===== src/rtl/mac_sequencer.sv =====
// Forward-pass sequencer: steps an index over N_INPUTS x/w pairs, accumulates
// x*w at full precision, then launches a fixed-latency loss stage and signals completion.
module mac_sequencer #(
   parameter int unsigned N_INPUTS = 8,
   parameter int unsigned LOSS_LAT = 2
) (
   input  logic                         clk_i,
   input  logic                         rst_i,
   input  logic                         start_i,
   input  logic [3:0]                   target_i,
   input  logic [9:0]                   x_i,
   input  logic [7:0]                   w_i,
   output logic [$clog2(N_INPUTS)-1:0]  addr_o,
   output logic                         busy_o,
   output logic [22:0]                  final_o,
   output logic [3:0]                   target_o,
   output logic                         loss_en_o,
   output logic                         done_o
);

   localparam int unsigned AW = $clog2(N_INPUTS);
   localparam int unsigned CW = $clog2(LOSS_LAT + 1);

   typedef enum logic [1:0] {IDLE, MAC, LOSS, DONE} state_t;

   state_t         state;
   logic [22:0]    acc;
   logic [CW-1:0]  loss_cnt;
   logic [17:0]    prod;
   logic [22:0]    sum;

   // addr_o doubles as the MAC index, so x_i/w_i belong to the current addr_o
   assign prod = {8'b0, x_i} * {10'b0, w_i};
   assign sum  = acc + {5'b0, prod};

   always_ff @(posedge clk_i) begin
      if (rst_i) begin
         state     <= IDLE;
         acc       <= '0;
         loss_cnt  <= '0;
         addr_o    <= '0;
         busy_o    <= 1'b0;
         final_o   <= '0;
         target_o  <= '0;
         loss_en_o <= 1'b0;
         done_o    <= 1'b0;
      end else begin
         loss_en_o <= 1'b0;
         done_o    <= 1'b0;
         case (state)
            IDLE: begin
               if (start_i) begin
                  state    <= MAC;
                  acc      <= '0;
                  addr_o   <= '0;
                  target_o <= target_i;
                  busy_o   <= 1'b1;
               end
            end
            MAC: begin
               if (addr_o == AW'(N_INPUTS - 1)) begin
                  final_o   <= sum;
                  acc       <= '0;
                  addr_o    <= '0;
                  loss_cnt  <= '0;
                  loss_en_o <= 1'b1;
                  state     <= LOSS;
               end else begin
                  acc    <= sum;
                  addr_o <= addr_o + 1'b1;
               end
            end
            LOSS: begin
               if (loss_cnt == CW'(LOSS_LAT - 1)) begin
                  loss_cnt <= '0;
                  done_o   <= 1'b1;
                  state    <= DONE;
               end else begin
                  loss_cnt <= loss_cnt + 1'b1;
               end
            end
            DONE: begin
               busy_o <= 1'b0;
               state  <= IDLE;
            end
            default: state <= IDLE;
         endcase
      end
   end

endmodule


===== config.mk =====
export PLATFORM = sky130hd
export DESIGN_NAME = mac_sequencer
export DESIGN_NICKNAME = d
export VERILOG_FILES = /design/src/rtl/mac_sequencer.sv
export SDC_FILE = /design/constraint.sdc
export NUM_CORES = 1
export LEC_CHECK = 0
export CORE_ASPECT_RATIO = 1.1
export CORE_UTILIZATION = 45
export CTS_CLUSTER_SIZE = 8
export DETAILED_ROUTE_END_ITERATION = 10
export PLACE_DENSITY = 0.75
export SLEW_MARGIN = 40
export SYNTH_ARGS = -nofsm -noshare
export SYNTH_HDL_FRONTEND = slang
export SYNTH_SLANG_ARGS = --single-unit

===== constraint.sdc =====
create_clock -name clk_i -period 7.9 [get_ports clk_i]
set_clock_uncertainty 0.1 [all_clocks]
set_input_delay 1.58 -clock clk_i [delete_from_list [all_inputs] [get_ports clk_i]]
set_output_delay 1.58 -clock clk_i [all_outputs]
set_load 0.02 [all_outputs]

* Yosys cells after proc, flatten, opt, wreduce, memory -nomap -nowiden *
Cells that the tools add are included.

word-level totals
  bits in registers = 60
  latch bits = 0
  bits in writable memories = 0
  ROM bits = 0
  bits of input ports = 25
  output and inout port bits = 33
  memories kept = 0

operators by class
  add/subtract/negate cells = 3
  $mul = 1
  divide/modulo/power cells = 0
  order comparisons = 0
  eq/ne operators = 8
  shift operators = 0
  mux-type cells = 17
  bitwise operators = 2
  reductions and logical operators = 12

operators with widths
  kind                                                  number
  two-way mux 23 bit                                    2
  one-hot mux 23 bit (2 select lines)                   1
  adder 23 x 18 -> 23 bit                               1
  multiplier 10 x 8 -> 18 bit                           1
  two-way mux 2 bit                                     5
  AND reduction 2 bit                                   5
  one-hot mux 2 bit (4 select lines)                    1
  two-way mux 3 bit                                     2
  inequality test 2 bit (second input constant)         3
  one-hot mux 3 bit (2 select lines)                    1
  nonzero test 2 bit                                    3
  equality test 2 x 1 -> 1 bit (second input constant)  2
  equality test 2 bit (second input constant)           2
  one-hot mux 2 bit (2 select lines)                    1
  OR reduction 2 bit                                    2
  adder 3 x 1 -> 3 bit (second input constant)          1
  equality test 3 bit (second input constant)           1
  two-way mux 1 bit                                     3
  AND reduction 3 bit                                   1
  adder 2 x 1 -> 2 bit (second input constant)          1
  logical NOT 2 bit                                     1
  NOT 1 bit                                             2
  one-hot mux 1 bit (2 select lines)                    1

* Logic depth before layout (Yosys ltp) *
  depth in word-level cells = 4
  mapped depth = 18
  gate-level depth less buffers = 17

* Worst setup path after synthesis *
OpenSTA, ideal clock, no wires.

  path kind = in2reg
  start point = input w_i[7]
  end point = register final_o[15]
  library setup time = 0.070 ns
  arrival time = 5.718 ns
  data required time = 7.730 ns
  path slack = 2.011 ns
  stages on the path = 17
  path buffers = 1
  cells stage by stage = clkbuf_1 nand2_1 fa_1 fa_1 inv_1 fa_1 inv_1 fa_1 inv_1 ha_1 a21o_1 a221oi_2 o31ai_4 a31oi_1 xnor2_1 nand2_1 a21oi_1

between the ends
  longest elaborated chain between the ends = 2

RTL lines
  item                         line  source
  start: declaration           12    input logic [7:0] w_i,
  multiplier 10 x 8 -> 18 bit  33    assign prod = {8'b0, x_i} * {10'b0, w_i};
  adder 23 x 18 -> 23 bit      34    assign sum = acc + {5'b0, prod};
  end signal: assignment       62    final_o <= sum;
  end: declaration             15    output logic [22:0] final_o,

Every way passes these cells.
A chain may end at the register's enable or synchronous reset.

* Worst setup path in the final report *
  start point = input w_i[7]
  end point = register final_o[17]

The elaborated chain is that of the path after synthesis.

==> metrics.txt <==
DR pass1 iterations=4; Post-synth EDFFs=0; vias in the first global route=roughly 4600; fmax=156.5 MHz; post-synthesis sequential area ratio=21.81%; IR drop worst, VDD=0.0001821 V; global-route wire length before repair=21.91 mm; post-CTS setup buffers=0; RD Place Congestion=between 0.8 and 0.9; Detailed Route WL=between 10 and 15 mm; area of the die=0.01268 sq mm; area grow syn2layout=18.11%; Worst Setup End Kind=flip-flop; synth top area cells=fa_1 (23%), dfxtp_1 (22%), ha_1 (11%); arrival time at the worst endpoint=6550 ps; Final Hold Violating Endpoints=0; Post-Syn Area=0.005507 sq mm; predominant post-synthesis flop cell=dfxtp_1; CP Class=in2reg; Initial Util=between 40% and 50%; Final Cycle Share=between 80 and 90%; Die Width=107.5 um; slowest library cell on the worst path=clkdlybuf4s50_1; worst slew pin tran=516.0 ps; FF-to-FF End=final_o[17]$_SDFFE_PP0P_; CP required=8060 ps; crit path launch type=input port; Min-Delay Path Class=reg2reg; R2R cell count=16; Hold Startpoint=loss_cnt[1]$_SDFFE_PP0P_; Cell Chain, Critical Path=clkdlybuf4s50_1, and2_1, fa_1, fa_1, fa_1, inv_1, fa_1, inv_1, ha_1, and3_1, a221oi_2, o31ai_4, a31oi_1, xnor2_1, nand2_1, a21oi_1; post-route ant nets=0; CP max stage delay=580 ps; Congestion Overflow GR=0; Slew headroom=65.48%; most frequent cells after synthesis=inv_1 (125), nand2_1 (91), fa_1 (64); Util after Layout=~54%; CP top delay family=adder cells; initial antenna violation count=0; Longest Clk Path Bufs=2; via count=4377; share of the synthesized area in the top cell type=about a quarter; Warnings, synthesis=0; CP most frequent cell=fa_1; H-tree depth=3; Placeable Area=0.01198 sq mm; Pwr Density=approximately 350 mW/mm^2; Hold Buf Count CTS=0; Post-Place Setup Slack=~1200 ps; largest net degree at the start of global routing=45; TritonCTS clock tree=built; DP Wirelength=roughly 10 mm; post-route cell area=roughly 0.0065 sq mm; CTS Buf Count=9; top-count cell post-synth=inv_1; Total GRT Usage=21.80%; peak fanout along the critical path=10; die span in y=118.0 um; fraction of registers with async set/reset=0%; Clk pin slew, worst setup/hold paths=about 50 ps; number of remaining DRC errors=0; post-layout min period=approximately 6400 ps; register bit total from synthesis=60; TNS Setup=0 ps; Lkg Pwr=~0.0030 uW; Mean Syn Cell Area=8.537 sq um; hold depth=1; I/O pins=58; clk sinks=60; Worst Setup Slack, final=1511 ps; root buffer cell=clkbuf_16; drt wl/cell=14.85 um; layout cells sized above 1=roughly 4.9%; Hold EP=loss_cnt[1]$_SDFFE_PP0P_; placed inst area=0.006187 sq mm; vias per cell=5.131; setup slack, reg-to-reg=3260 ps; Yosys top cell by area=fa_1; Port Buffers=57; Total Nets Final=between 800 and 900; # setup viols final=0; Ant. Diodes=0; DR iter-0 viols=260; Worst-Skew Late Latency=roughly 330 ps; MaxCap Viol Count=0; Syn Inst Count=roughly 650; RSZ-0062 raised after global routing=no; status=finished, final reports clean; R2R Path Start=acc[8]$_SDFFE_PP0P_; syn nets=approximately 800; Core Rows=42; Post-CTS Resized=0; Critical path buffers and inverters=3; Slew Viols, Final=0; post-synthesis cell type count=56
[cell type report]
type / count / area (sq um)
Clock buffer: 13 / 260.3
Inverter: 125 / 469.2
Multi-Input combinational cell: 438 / 3739
Clock inverter: 3 / 45.04
Tap cell: 154 / 192.7
Fill cell: 1105 / 5478
Timing Repair Buffer: 60 / 596.8
Sequential cell: 60 / 1201
[power breakdown]
group / internal [uW] / switching (uW) / total, uW
registers: 346 / 30.2 / 376
logic: 569 / 952 / 1520
clock network: 261 / 133 / 394
[worst reg2reg max path, cell delays in order (launching register included)]
cell,delay [ps]
dfxtp_1,330
inv_1,90
fa_1,530
inv_1,50
fa_1,470
fa_1,500
inv_1,60
fa_1,540
inv_1,40
ha_1,370
and3_1,230
a221oi_2,430
o31ai_4,180
a31oi_1,240
xnor2_1,180
nand2_1,80
a21oi_1,120
[metrics by stage]
stage	cells	hold slack, ps	total power [uW]
CTS	852	350.3	2301
floorplan	645	322.8	1532
global route	853	359.3	2518
detailed placement	836	343.2	1885
global placement	836	327.1	1845
finish	853	346.0	2291
[cells by family after synthesis]
| kind of cell | count (synthesis) | share of synthesized area (%) |
|---|---|---|
| buffers and inverters | 147 | 10.34 |
| adders and majority gates | 113 | 34.40 |
| DFF | 60 | 21.81 |
| and+or+nand+nor | 203 | 17.45 |
| muxes | 1 | 0.1818 |
| AOI/OAI and AO/OA | 105 | 13.27 |
| xor gates and xnor gates | 16 | 2.545 |
[registers in the layout, summed over array words and instances (netlist names)]
name and count:
loss_en_o 1, final_o 23, loss_cnt 2, state 2
addr_o 3, done_o 1, acc 23, busy_o 1
target_o 4
[how the worst max path moves through the flow]
stage | start | end | cells after the start
after floorplan | w_i[7] | final_o[15]$_SDFFE_PP0P_ | 17
after global placement | w_i[7] | final_o[17]$_SDFFE_PP0P_ | 16
after detailed placement | w_i[7] | final_o[17]$_SDFFE_PP0P_ | 16
after CTS | w_i[7] | final_o[17]$_SDFFE_PP0P_ | 16
after global routing | w_i[7] | final_o[17]$_SDFFE_PP0P_ | 17
final | w_i[7] | final_o[17]$_SDFFE_PP0P_ | 16
[layout by cell type (no fill, tap or decap), drive strengths merged, types with 2 or more instances in the layout]
cell             n
a211oi           5
a21boi           2
a21o             6
a21oi           40
a221oi           2
a22o             7
a22oi            8
a31o             2
a31oi            2
a32oi            2
and2            45
and3             4
buf              3
clkbuf          13
clkdlybuf4s50   57
clkinvlp         2
dfxtp           60
fa              64
ha              49
inv            125
nand2           91
nand2b           4
nand3           12
nand4            5
nor2            31
nor2b            2
nor3             3
o211ai           2
o21a             2
o21ai           14
o21bai           3
o22ai            2
o31ai            3
or4              2
xnor2            9
xor2             7
[routing by layer]
layer | wire (um) | track usage [%]
met1 | 5655 | 27.93
met2 | 6280 | 37.46
met3 | 531 | 2.824
met4 | 197 | 7.534
met5 | 0 | 0
Power figures use the tool's default switching activity.
